File: config.mk
export PLATFORM = sky130hd
export DESIGN_NAME = button_command_controller_flat
export DESIGN_NICKNAME = d
export VERILOG_FILES = /design/src/rtl/button_command_controller_if.sv /design/src/rtl/button_command_controller.sv /design/src/flat_wrapper.sv
export SDC_FILE = /design/constraint.sdc
export NUM_CORES = 1
export LEC_CHECK = 0
export BUFFER_PORTS_ARGS = -buffer_cell sky130_fd_sc_hd__buf_4
export CAP_MARGIN = 20
export CORE_MARGIN = 4
export CORE_UTILIZATION = 45
export CTS_CLUSTER_DIAMETER = 30
export CTS_CLUSTER_SIZE = 40
export DETAILED_ROUTE_END_ITERATION = 10
export PLACE_DENSITY = 0.68
export SYNTH_ARGS = -nofsm -noshare
export SYNTH_HDL_FRONTEND = slang
export SYNTH_SLANG_ARGS = --single-unit
File: constraint.sdc
create_clock -name Clk -period 1.5 [get_ports Clk]
set_clock_uncertainty 0.1 [all_clocks]
set_input_delay 0.075 -clock Clk [delete_from_list [all_inputs] [get_ports Clk]]
set_output_delay 0.075 -clock Clk [all_outputs]
set_load 0.005 [all_outputs]
File: src/rtl/button_command_controller_if.sv
// Button levels into the command controller and the one-cycle commands it issues.
// master drives the buttons; slave is the controller itself.
interface button_command_controller_if;
   logic BtnUp;
   logic BtnDown;
   logic BtnClear;
   logic IncPulse;
   logic DecPulse;
   logic ClearPulse;
   logic Busy;

   modport master (
      output BtnUp, BtnDown, BtnClear,
      input  IncPulse, DecPulse, ClearPulse, Busy
   );

   modport slave (
      input  BtnUp, BtnDown, BtnClear,
      output IncPulse, DecPulse, ClearPulse, Busy
   );
endinterface

File: src/rtl/button_command_controller.sv
// Turns debounced button levels into one-cycle Inc/Dec/Clear commands for the BCD counter,
// with hold-to-repeat on Up/Down and fixed Clear-first arbitration.
module button_command_controller #(
   parameter int unsigned HoldWidth  = 4,
   parameter int unsigned HoldTime   = 10,
   parameter int unsigned RepeatTime = 4
) (
   input  logic                          Clk,
   input  logic                          Reset,
   button_command_controller_if.slave    bus
);

   localparam logic [1:0] StRelease = 2'd0;
   localparam logic [1:0] StIdle    = 2'd1;
   localparam logic [1:0] StHold    = 2'd2;
   localparam logic [1:0] StRepeat  = 2'd3;

   localparam logic [HoldWidth-1:0] HoldLast   = HoldWidth'(HoldTime - 1);
   localparam logic [HoldWidth-1:0] RepeatLast = HoldWidth'(RepeatTime - 1);

   logic [1:0]           stateQ, stateD;
   logic [HoldWidth-1:0] timerQ, timerD;
   logic                 dirUpQ, dirUpD;
   logic                 incQ, incD;
   logic                 decQ, decD;
   logic                 clearQ, clearD;
   logic                 latched, opposite;
   logic [HoldWidth-1:0] lastCount;

   assign latched   = dirUpQ ? bus.BtnUp   : bus.BtnDown;
   assign opposite  = dirUpQ ? bus.BtnDown : bus.BtnUp;
   assign lastCount = (stateQ == StHold) ? HoldLast : RepeatLast;

   always_comb begin
      stateD = stateQ;
      timerD = timerQ;
      dirUpD = dirUpQ;
      incD   = 1'b0;
      decD   = 1'b0;
      clearD = 1'b0;
      case (stateQ)
         StRelease: begin
            // Wait for a full release so a held button never re-fires.
            if (!(bus.BtnUp || bus.BtnDown || bus.BtnClear)) stateD = StIdle;
         end
         StIdle: begin
            if (bus.BtnClear) begin
               clearD = 1'b1;
               stateD = StRelease;
            end else if (bus.BtnUp ^ bus.BtnDown) begin
               dirUpD = bus.BtnUp;
               incD   = bus.BtnUp;
               decD   = bus.BtnDown;
               timerD = '0;
               stateD = StHold;
            end else if (bus.BtnUp && bus.BtnDown) begin
               stateD = StRelease;
            end
         end
         default: begin
            if (bus.BtnClear) begin
               clearD = 1'b1;
               timerD = '0;
               stateD = StRelease;
            end else if (opposite) begin
               timerD = '0;
               stateD = StRelease;
            end else if (!latched) begin
               timerD = '0;
               stateD = StIdle;
            end else if (timerQ == lastCount) begin
               incD   = dirUpQ;
               decD   = !dirUpQ;
               timerD = '0;
               stateD = StRepeat;
            end else begin
               timerD = timerQ + 1'b1;
            end
         end
      endcase
   end

   always_ff @(posedge Clk or posedge Reset) begin
      if (Reset) begin
         stateQ <= StRelease;
         timerQ <= '0;
         dirUpQ <= 1'b0;
         incQ   <= 1'b0;
         decQ   <= 1'b0;
         clearQ <= 1'b0;
      end else begin
         stateQ <= stateD;
         timerQ <= timerD;
         dirUpQ <= dirUpD;
         incQ   <= incD;
         decQ   <= decD;
         clearQ <= clearD;
      end
   end

   assign bus.IncPulse   = incQ;
   assign bus.DecPulse   = decQ;
   assign bus.ClearPulse = clearQ;
   assign bus.Busy       = (stateQ != StIdle);

endmodule

File: src/flat_wrapper.sv
// flat-port wrapper written by rule: the top's interface ports become plain ports
module button_command_controller_flat 
#(
   parameter int unsigned HoldWidth  = 4,
   parameter int unsigned HoldTime   = 10,
   parameter int unsigned RepeatTime = 4
)
  (Clk, Reset, bus_BtnUp, bus_BtnDown, bus_BtnClear, bus_IncPulse, bus_DecPulse, bus_ClearPulse, bus_Busy);
  button_command_controller_if bus_i ();
  input  logic Clk;
  input  logic Reset;
  input wire logic [$bits(bus_i.BtnUp)-1:0] bus_BtnUp;
  input wire logic [$bits(bus_i.BtnDown)-1:0] bus_BtnDown;
  input wire logic [$bits(bus_i.BtnClear)-1:0] bus_BtnClear;
  output wire logic [$bits(bus_i.IncPulse)-1:0] bus_IncPulse;
  output wire logic [$bits(bus_i.DecPulse)-1:0] bus_DecPulse;
  output wire logic [$bits(bus_i.ClearPulse)-1:0] bus_ClearPulse;
  output wire logic [$bits(bus_i.Busy)-1:0] bus_Busy;
  assign bus_i.BtnUp = bus_BtnUp;
  assign bus_i.BtnDown = bus_BtnDown;
  assign bus_i.BtnClear = bus_BtnClear;
  assign bus_IncPulse = bus_i.IncPulse;
  assign bus_DecPulse = bus_i.DecPulse;
  assign bus_ClearPulse = bus_i.ClearPulse;
  assign bus_Busy = bus_i.Busy;
  button_command_controller #(.HoldWidth(HoldWidth), .HoldTime(HoldTime), .RepeatTime(RepeatTime)) u_core (.Clk(Clk), .Reset(Reset), .bus(bus_i));
endmodule
* Word level (Yosys, flattened, before mapping) *
Cells that the tools add are included.
Widths: inputs -> output; s select.

word-level totals
  logic and storage cells = 62
  output and inout bits = 4
  register bits after elaboration = 10

operators by class
  bitwise operators = 3
  reduce and logical (&&, ||, !) cells = 8
  equal/unequal tests = 9
  add/sub/neg operators = 1
  muxes and demuxes = 35

operators by type and width
  cell                 count
  $mux 4               7
  $mux 1               16
  $mux 2               8
  $reduce_and 3->1     3
  $pmux 4 s2           1
  $ne 6x6->1 const B   1
  $add 4x1->4 const B  1
  $eq 4x4->1           1
  $ne 2x1->1 const B   2
  $ne 2x2->1 const B   2
  $ne 4x2->1 const B   1
  $pmux 1 s2           2
  $pmux 2 s2           1
  $eq 2x1->1 const B   1
  $eq 2x2->1 const B   1
  $logic_not 2->1      1
  $logic_or 1x1->1     2
  $not 1->1            2
  $logic_and 1x1->1    1
  $logic_not 1->1      1
  $xor 1x1->1          1

* Longest topological paths before layout *
Gate-level depths: netlist of the first run.

  depth after elaboration = 8
  gate-level depth with buffers = 6

* Worst setup path before layout of the first run *
OpenSTA, ideal clock, no wires.

  path kind = register to register
  start point = register u_core.stateQ[1]
  end point = register u_core.stateQ[0]
  slack = 0.023 ns
  data required time = 1.274 ns
  data arrival time = 1.251 ns
  stages on the path, launching flop included = 5
  cell sequence = dfrtp_1 and4bb_1 a21oi_2 o2111ai_2 a221o_1

on the way
  word-level cells in the longest chain between the ends = 5
  elaborated cells between the ends (all ways) = 10
  classes of those cells = eq/ne (6); mux (2); reduce/logical (2)

ends and longest elaborated chain
  item                               line                             text
  from (decl)                        button_command_controller.sv:21  logic [1:0] stateQ, stateD;
  from (signal assigned)             button_command_controller.sv:85  stateQ <= StRelease;
  from (signal assigned)             button_command_controller.sv:92  stateQ <= stateD;
  $eq 2x2->1                         button_command_controller.sv:32  assign lastCount = (stateQ == StHold) ? HoldLast : RepeatLast;
  $mux 4                             button_command_controller.sv:32
  $eq 4x4->1                         button_command_controller.sv:71  end else if (timerQ == lastCount) begin
  $ne 6x6->1 (no source line)        -
  $reduce_and 3->1 (no source line)  -

Parallel ways exist; a longest one is shown, timed or not.
A chain may end at the register's enable or synchronous reset.

* Final worst setup path of the first run *
  start point = register u_core.timerQ[3]
  end point = register u_core.stateQ[0]

on the way
  word-level cells in the longest chain between the ends = 3

ends and longest elaborated chain
  item                               line                             text
  from (decl)                        button_command_controller.sv:22  logic [HoldWidth-1:0] timerQ, timerD;
  from (signal assigned)             button_command_controller.sv:93  timerQ <= timerD;
  $eq 4x4->1                         button_command_controller.sv:71
  $ne 6x6->1 (no source line)        -
  $reduce_and 3->1 (no source line)  -

No other way between the ends.

==> metrics.md, run 1 <==
| Metric | Value |
|---|---|
| Starting Density | `0.486` |
| WHS Path Cells | `3` |
| Total track usage | `0.162` |
| Final worst path period share | `0.956` |
| Vias in the first global route | `526` |
| Capture point of the worst reg-to-reg path | `u_core.stateQ[0]` |
| Core footprint | `1320 um2` |
| Startpoint types | `flip-flop` |
| Power per cell area | `833 nW/um2` |
| Routed len/inst | `13.9 um` |
| Final Cell Area | `890 um2` |
| Setup WS post-layout | `66.0 ps` |
| Placed insts | `97` |
| R2R Setup Slk | `70 ps` |
| CTS tree | `done` |
| Minimum clock period | `1430 ps` |
| Syn_nets | `74` |
| Fillers | `104` |
| Slew headroom | `0.741` |
| Worst Reg-to-Reg Cells | `4` |
| Worst hold margin | `126 ps` |
| DRT Pass-1 Iters | `4` |
| RSZ-0062 raised after global routing | `false` |
| Drc violations | `0` |
| Clk root buf | `clkbuf_4` |
| Syn Area/Cell | `9.86 um2` |
| Area of the multi-input gates | `405 um2` |
| Hpwl dp | `993 um` |
| Setup_tns | `0 ps` |
| Layout Cells excl Fill | `104` |
| Worst hold start | `bus_BtnUp` |
| Mapped Cells | `65` |
| Setup CP Type | `flip-flop to flip-flop` |
| Slew Limit Fails | `0` |
| Sequential element share of the synthesized area | `0.391` |
| Finish-stage setup viols | `0` |
| CTS H-tree depth | `1` |
| Netlist cell types | `34` |
| Total Power | `741 uW` |
| Critical path startpoint | `u_core.timerQ[3]` |
| Clock Tree Buf Depth | `2` |
| Endpoints failing hold | `0` |
| Antenna-violating nets left | `0` |
| Leak | `0.417 nW` |
| Synth warn | `0` |
| CP Data Arrival Time | `1490 ps` |
| Register area | `251 um2` |
| Worst-path clk slew | `70 ps` |
| Die width | `45.7 um` |
| Synth Cell Area | `641 um2` |
| Post-DR vias/cell | `5.41` |
| Hold crit path type | `input pin to flip-flop` |
| # rows | `13` |
| Initial DRC count | `17` |
| Critical Path RT | `1550 ps` |
| Utilization after layout | `0.675` |
| Clock Latency Late Sink | `270 ps` |
| Pre-CTS worst setup slack | `46.0 ps` |
| Hold Path Sink | `u_core.bus.IncPulse` |
| Number of flops mapped to enable cells by yosys | `0` |
| Largest net degree at the start of global routing | `11` |
| Routed WL | `1.45 mm` |
| Crit path capture type | `flip-flop` |
| Maximum capacitance violations | `0` |
| Final RePlAce weighted congestion | `0.796` |
| Fmax | `697 MHz` |
| Number of diodes | `0` |
| # IOs | `9` |
| Via count | `563` |
| Worst reg2reg startpoint | `u_core.timerQ[3]` |
| Post-layout nets | `100` |
| Die Area | `2090 um2` |
| GR Overflow Total | `0` |
| Worst-Margin Slew | `388 ps` |
| Cell Area, Placed | `787 um2` |
| Max Fanout on Critical Path | `4` |
| Layout cells sized above 1 | `0.404` |
| Port buffer count | `8` |
| Peak VDD IR | `0.000416 V` |
| Area Growth Syn to Fin | `38.9%` |
| Initial antenna violation count | `0` |
| Die H | `45.7 um` |
| CTS sink cnt | `10` |
| Post-synth ARST share | `1.00` |
| Flop and latch count out of synthesis | `10` |
| First-pass GRT wire length | `2.37 mm` |
| Status | `completed` |
| CTS buffer count | `3` |
| Main synth FF type | `dfrtp_1` |
-- critical path: stages (launching register included) --
cell       delay [ps]
dfrtp_1           410
and4bb_1          210
a21oi_2           140
o2111ai_2         130
a221o_1           330
-- metal layers --
metal	part of all wire	wire, um	global-route usage
met3	0.040	58	0.0474
met4	0.0083	12	0.0511
met2	0.48	689	0.256
met1	0.47	687	0.211
met5	0	0	0
-- registers in the layout, summed over array words and instances, names as in the netlist --
| name | cells |
|---|---|
| u_core.timerQ | 4 |
| u_core.stateQ | 2 |
| u_core.bus.ClearPulse | 1 |
| u_core.bus.DecPulse | 1 |
| u_core.bus.IncPulse | 1 |
| u_core.dirUpQ | 1 |
-- report_power, final --
part | leakage, nW | switching [mW] | internal, mW
Clock | 0.0138 | 0.0969 | 0.0929
Sequential | 0.134 | 0.0198 | 0.292
Combinational | 0.269 | 0.113 | 0.126
-- timing repair --
action / 4_1_cts / 5_1_grt
hold endpoints to repair: 12 / 0
buffers inserted: 0 / 1
hold buffers: 3 / 0
setup endpoints to repair: 0 / 4
gates resized for setup: 0 / 8
-- cells by family after synthesis --
family / count (synthesis) / share of synthesized area
flops: 10 / 0.391
compound gates: 18 / 0.252
mux: 1 / 0.0176
fa+ha+maj: 4 / 0.0781
buf+inv: 6 / 0.0352
simple gates: 26 / 0.227
-- layout make-up --
class                      instances  share of cell area
clock buffer                       3              0.0253
multi-input combinational         49               0.456
inverter                           6              0.0253
tap                               15              0.0211
timing repair buffer              21               0.190
sequential                        10               0.283
-- layout by cell type, fill, tap and decap left out, drive strengths merged --
cell type,instances
a32oi,1
nand2b,4
nor2,7
o21a,1
dfrtp,10
or2,1
clkbuf,3
buf,18
and2b,1
o21ai,2
mux2,1
a2bb2oi,1
a221o,1
inv,6
nor2b,2
nand2,5
a211oi,1
a31oi,1
and2,2
a32o,2
o31ai,1
ha,4
o2111ai,1
nor3,1
nand3b,1
o41ai,1
and4bb,1
o2bb2ai,2
dlygate4sd3,3
a31o,1
a21oi,2
nand3,1
-- synthesized netlist by cell type, types with 2 or more instances --
| cell type | count | area (um2) |
|---|---|---|
| dfrtp_1 | 10 | 250 |
| ha_1 | 4 | 50.1 |
| nor2_1 | 7 | 26.3 |
| a32o_1 | 2 | 20.0 |
| nand2b_1 | 4 | 25.0 |
| nand2_1 | 5 | 18.8 |
| o21ai_0 | 2 | 10.0 |
| inv_1 | 5 | 18.8 |
-- how the worst max path moves through the flow --
stage                             to  slack (ps)
CTS                 u_core.stateQ[0]          30
detailed placement  u_core.stateQ[0]          50
floorplan           u_core.stateQ[0]          20
finish              u_core.stateQ[0]          70
global placement    u_core.stateQ[0]          50
global route        u_core.stateQ[0]           3
Power figures use the tool's default switching activity.
==> inputs of run 2 (changes only) <==
Settings changed: CORE_UTILIZATION 45 to 44, PLACE_DENSITY 0.68 to 0.66.
==> metrics.md, run 2 (same netlist as run 1, synthesis figures left out) <==
| Metric | Value |
|---|---|
| Peak VDD IR | `0.000530 V (was 0.000416 V)` |
| Vias in the first global route | `560 (was 526)` |
| Setup_tns | `0 ps (unchanged)` |
| Initial antenna violation count | `0 (unchanged)` |
| Starting Density | `0.480 (was 0.486)` |
| Worst-Margin Slew | `403 ps (was 388 ps)` |
| Finish-stage setup viols | `0 (unchanged)` |
| Post-layout nets | `97 (was 100)` |
| Antenna-violating nets left | `0 (unchanged)` |
| Most common cell after layout, fill and taps aside | `buf_4 (unchanged)` |
| Number of diodes | `0 (unchanged)` |
| # rows | `13 (unchanged)` |
| Max reg flops | `4 (unchanged)` |
| Power per cell area | `837 nW/um2 (was 833 nW/um2)` |
| Clock Tree Buf Depth | `2 (unchanged)` |
| Status | `completed (unchanged)` |
| Crit path capture type | `flip-flop (unchanged)` |
| Endpoints failing hold | `0 (unchanged)` |
| Final RePlAce weighted congestion | `0.752 (was 0.796)` |
| Slew headroom | `0.731 (was 0.741)` |
| Leak | `0.393 nW (was 0.417 nW)` |
| # IOs | `9 (unchanged)` |
| Layout Cells excl Fill | `101 (was 104)` |
| Core footprint | `1330 um2 (was 1320 um2)` |
| Critical Path RT | `1550 ps (about the same)` |
| Port buffer count | `8 (unchanged)` |
| Minimum clock period | `1450 ps (was 1430 ps)` |
| Setup CP Type | `flip-flop to flip-flop (unchanged)` |
| CTS buffer count | `3 (unchanged)` |
| Drc violations | `0 (unchanged)` |
| Biggest regs | `u_core.timerQ: 4 flops, u_core.stateQ: 2 flops (unchanged)` |
| CTS tree | `done (unchanged)` |
| Worst-path clk slew | `70 ps (about the same)` |
| Fmax | `688 MHz (was 697 MHz)` |
| Total track usage | `0.155 (was 0.162)` |
| Hpwl dp | `1.06 mm (was 993 um)` |
| Worst hold margin | `102 ps (was 126 ps)` |
| Hold crit path type | `input pin to flip-flop (unchanged)` |
| GR Overflow Total | `0 (unchanged)` |
| Slew Limit Fails | `0 (unchanged)` |
| First-pass GRT wire length | `2.38 mm (was 2.37 mm)` |
| CP Data Arrival Time | `1500 ps (was 1490 ps)` |
| Clk root buf | `clkbuf_4 (unchanged)` |
| Routed len/inst | `13.7 um (was 13.9 um)` |
| DRT Pass-1 Iters | `4 (unchanged)` |
| Final worst path period share | `0.969 (was 0.956)` |
| Routed WL | `1.38 mm (was 1.45 mm)` |
| Die width | `46.2 um (was 45.7 um)` |
| Largest net degree at the start of global routing | `11 (unchanged)` |
| Clock Latency Late Sink | `260 ps (was 270 ps)` |
| Most frequent cells in the layout | `buf_4 (15), dfrtp_1 (8), nor2_1 (7) (was buf_4 (17), dfrtp_1 (9), nor2_1 (6))` |
| Startpoint types | `flip-flop (unchanged)` |
| Initial DRC count | `11 (was 17)` |
| CTS sink cnt | `10 (unchanged)` |
| CTS H-tree depth | `1 (unchanged)` |
| Via count | `553 (was 563)` |
| Maximum capacitance violations | `0 (unchanged)` |
| Max Fanout on Critical Path | `7 (was 4)` |
| Die Area | `2130 um2 (was 2090 um2)` |
| Placed insts | `95 (was 97)` |
| Layout cells sized above 1 | `0.384 (was 0.404)` |
| Reg with most FFs | `u_core.timerQ (unchanged)` |
| RSZ-0062 raised after global routing | `true (was false)` |
| Final Cell Area | `852 um2 (was 890 um2)` |
| Die H | `46.2 um (was 45.7 um)` |
| Post-DR vias/cell | `5.48 (was 5.41)` |
| Area Growth Syn to Fin | `33.0% (was 38.9%)` |
| Cell Area, Placed | `772 um2 (was 787 um2)` |
| Postcts setup bufs | `0 (unchanged)` |
==> run 2: metrics by stage <==
stage / power, mW / setup slack (ps) / util
final: 0.713 / 46.8 / 0.639
after global routing: 0.760 / -42.0 / 0.639
after CTS: 0.708 / 0.639 / 0.618
after detailed placement: 0.522 / 6.89 / 0.579
after global placement: 0.520 / 34.2 / 0.579
after floorplan: 0.438 / 23.1 / -
==> run 2: cell type report <==
cell class              instances  area, um2
clock buffers                   3       22.5
well taps                      15       18.8
inverters                       6       22.5
repair buffers                 18        143
fillers                       134        482
flip-flops and latches         10        253
multi-input cells              49        393
==> run 2: timing repair <==
item / 4_1_cts / 5_1_grt
endpoints found under the hold margin: 12 / 0
hold buffers: 3 / 0
setup endpoints to repair: 0 / 6
gates resized for setup: 0 / 8
==> run 2: worst paths after layout <==
kind,cells after the start,to,startpoint,slack [ps]
min in group asynchronous,3,u_core.bus.ClearPulse,Reset,250
hold reg to reg,1,u_core.timerQ[2],u_core.timerQ[2],440
setup / recovery,4,u_core.stateQ[0],u_core.stateQ[1],50
hold / removal,3,u_core.bus.IncPulse,bus_BtnUp,100
setup reg to reg,4,u_core.stateQ[0],u_core.stateQ[1],50
max in group asynchronous,3,u_core.stateQ[1],Reset,730
==> run 2: critical path, cell delays in order (launching register included) <==
cell and delay [ps]:
dfrtp_2 460, and4bb_1 220, a21oi_2 140, o2111ai_2 130, a221o_1 310
==> run 2: report_power, final <==
group | switching [mW] | internal, mW | total [mW]
Combinational | 0.105 | 0.115 | 0.221
Sequential | 0.0231 | 0.293 | 0.316
Clock | 0.0847 | 0.0922 | 0.177
Total | 0.213 | 0.500 | 0.713
==> run 2: metal layers <==
| layer | share of wire | track usage | up-vias |
|---|---|---|---|
| met5 | 0 | 0 | - |
| met4 | 0.0058 | 0.0568 | 0 |
| met2 | 0.48 | 0.245 | 11 |
| li1 | - | - | 278 |
| met1 | 0.48 | 0.211 | 262 |
| met3 | 0.035 | 0.0273 | 2 |
==> inputs of run 3 (changes only) <==
Settings changed: CELL_PAD_IN_SITES_DETAIL_PLACEMENT from default to 0, CELL_PAD_IN_SITES_GLOBAL_PLACEMENT from default to 2, CORE_UTILIZATION 44 to 30, PLACE_DENSITY 0.66 to default, PLACE_DENSITY_LB_ADDON from default to 0.1, REMOVE_ABC_BUFFERS from default to 1.
==> metrics.md, run 3 (same netlist as run 1, synthesis figures left out) <==
| Metric | Value |
|---|---|
| Status | `completed (unchanged)` |
| Endpoints failing hold | `0 (unchanged)` |
| CP Data Arrival Time | `1520 ps (was 1500 ps)` |
| Final worst path period share | `0.975 (was 0.969)` |
| Setup WS post-layout | `37.3 ps (was 46.8 ps)` |
| Critical Path RT | `1550 ps (about the same)` |
| Core footprint | `2000 um2 (was 1330 um2)` |
| Worst-path clk slew | `80 ps (was 70 ps)` |
| Post-DR vias/cell | `5.06 (was 5.48)` |
| Placed insts | `107 (was 95)` |
| Max incr delay on CP | `410 ps (was 460 ps)` |
| Sequential Power Share | `0.401 (was 0.443)` |
| Max reg flops | `4 (unchanged)` |
| Post-layout nets | `98 (was 97)` |
| CTS tree | `done (unchanged)` |
| Clock share of power | `0.324 (was 0.248)` |
| Layout cells sized above 1 | `0.364 (was 0.384)` |
| Switching power | `226 uW (was 213 uW)` |
| Clock Tree Buf Depth | `2 (unchanged)` |
| Power per cell area | `891 nW/um2 (was 837 nW/um2)` |
| Final RePlAce weighted congestion | `0.810 (was 0.752)` |
| Biggest regs | `u_core.timerQ: 4 flops, u_core.stateQ: 2 flops (unchanged)` |
| Most frequent cells in the layout | `buf_4 (16), dfrtp_1 (10), nor2_1 (7) (was buf_4 (15), dfrtp_1 (8), nor2_1 (7))` |
| Starting Density | `0.320 (was 0.480)` |
| Routed len/inst | `12.8 um (was 13.7 um)` |
| CTS sink cnt | `10 (unchanged)` |
| Crit path capture type | `flip-flop (unchanged)` |
| Most common cell after layout, fill and taps aside | `buf_4 (unchanged)` |
| RSZ-0062 raised after global routing | `true (unchanged)` |
| Clk root buf | `clkbuf_4 (unchanged)` |
| Clock Latency Late Sink | `270 ps (was 260 ps)` |
| Wl on met1 | `651 um (was 660 um)` |
| Gate power share | `0.275 (was 0.309)` |
| Setup CP Type | `flip-flop to flip-flop (unchanged)` |
| Reg with most FFs | `u_core.timerQ (unchanged)` |
| Slew headroom | `0.727 (was 0.731)` |
| R2R Setup Slk | `40 ps (was 50 ps)` |
| Initial antenna violation count | `0 (unchanged)` |
| Port buffer count | `8 (unchanged)` |
| Crit path max-delay family | `simple AND/OR/NAND/NOR gates (was compound AO/OA/AOI/OAI gates)` |
| Layout Cells excl Fill | `115 (was 101)` |
| Cells along the critical path | `and2b_2 -> a211oi_2 -> or2_1 -> a221o_1 (was and4bb_1 -> a21oi_2 -> o2111ai_2 -> a221o_1)` |
| Hold crit path type | `input pin to flip-flop (unchanged)` |
| Total track usage | `0.120 (was 0.155)` |
| Largest net degree at the start of global routing | `11 (unchanged)` |
| GR Overflow Total | `0 (unchanged)` |
| Minimum clock period | `1460 ps (was 1450 ps)` |
| # IOs | `9 (unchanged)` |
| Via count | `582 (was 553)` |
| Max Fanout on Critical Path | `5 (was 7)` |
| Vias in the first global route | `574 (was 560)` |
| Startpoint types | `flip-flop (unchanged)` |
| Area of the multi-input gates | `382 um2 (was 393 um2)` |
| Int Pwr | `553 uW (was 500 uW)` |
| WL met2 | `734 um (was 664 um)` |
| Sw Ratio | `0.290 (was 0.298)` |
| Number of buffers and inverters on the critical path | `0 (unchanged)` |
| Die H | `54.2 um (was 46.2 um)` |
| Leak | `0.403 nW (was 0.393 nW)` |
| # rows | `16 (was 13)` |
| Routed WL | `1.47 mm (was 1.38 mm)` |
| Peak VDD IR | `0.000514 V (was 0.000530 V)` |
| Antenna-violating nets left | `0 (unchanged)` |
| Finish-stage setup viols | `0 (unchanged)` |
| Pre-CTS worst setup slack | `44.8 ps (was 6.89 ps)` |
| Hpwl dp | `1.15 mm (was 1.06 mm)` |
| Top layer reached by signal wires | `met4 (unchanged)` |
| CTS buffer count | `3 (unchanged)` |
| Register area | `250 um2 (was 253 um2)` |
| Maximum capacitance violations | `0 (unchanged)` |
| CTS H-tree depth | `1 (unchanged)` |
| Die Area | `2940 um2 (was 2130 um2)` |
| Fmax | `684 MHz (was 688 MHz)` |
| Utilization after layout | `0.437 (was 0.639)` |
| First-pass GRT wire length | `2.43 mm (was 2.38 mm)` |
| Die width | `54.2 um (was 46.2 um)` |
| Area Growth Syn to Fin | `36.5% (was 33.0%)` |
| Worst-Margin Slew | `409 ps (was 403 ps)` |
| Initial DRC count | `9 (was 11)` |
| Number of diodes | `0 (unchanged)` |
| Slew Limit Fails | `0 (unchanged)` |
| DRT Pass-1 Iters | `4 (unchanged)` |
| Metal3 WL | `74 um (was 48 um)` |
| Drc violations | `0 (unchanged)` |
| Fillers | `202 (was 134)` |
| Setup_tns | `0 ps (unchanged)` |
| Slowest stage cell on the critical path | `dfrtp_1 (was dfrtp_2)` |
-- run 3: layout make-up --
cell class | instances | area share
Multi-Input combinational cell | 49 | 0.436
Sequential cell | 10 | 0.286
Timing Repair Buffer | 19 | 0.172
Clock buffer | 4 | 0.0415
Tap cell | 27 | 0.0386
Inverter | 6 | 0.0258
-- run 3: worst reg2reg max path, stage by stage, from the launching register on --
cell and delay, ps:
dfrtp_1 410, and2b_2 220, a211oi_2 60, or2_1 240, a221o_1 310
-- run 3: path summary, 6_finish.rpt --
| kind | startpoint | endpoint | cells past startpoint |
|---|---|---|---|
| max | u_core.dirUpQ | u_core.stateQ[0] | 4 |
| min | bus_BtnClear | u_core.bus.ClearPulse | 3 |
| max reg2reg | u_core.dirUpQ | u_core.stateQ[0] | 4 |
| min reg2reg | u_core.timerQ[2] | u_core.timerQ[2] | 1 |
| max in group asynchronous | Reset | u_core.timerQ[3] | 3 |
| min in group asynchronous | Reset | u_core.bus.DecPulse | 3 |
-- run 3: power by group through the flow --
stage	sequential [mW]	combinational, mW	clock, mW
after floorplan	0.324	0.114	0
after global placement	0.317	0.211	0
after detailed placement	0.318	0.206	0
after CTS	0.313	0.213	0.261
after global routing	0.316	0.236	0.274
final	0.312	0.215	0.253
-- run 3: repair_timing --
action | CTS | global route
hold endpoints to repair | 12 | 0
hold buffers | 3 | 0
endpoints found under the setup margin | 0 | 3
setup buffers | 0 | 1
gates resized for setup | 0 | 3
-- run 3: metal layers --
metal / vias to the layer above / global-route usage
met5: - / 0
met4: 0 / 0.0498
met3: 2 / 0.0490
met2: 10 / 0.205
met1: 287 / 0.130
li1: 283 / -
-- run 3: per-stage QoR --
stage          total power, mW  cell area [um2]  hold WS [ps]
2_1_floorplan            0.438              641          -185
3_3_place_gp             0.528              787          7.49
3_5_place_dp             0.525              787        -0.846
4_1_cts                  0.787              853          45.4
5_1_grt                  0.826              875          61.1
6_report                 0.780              875          51.6
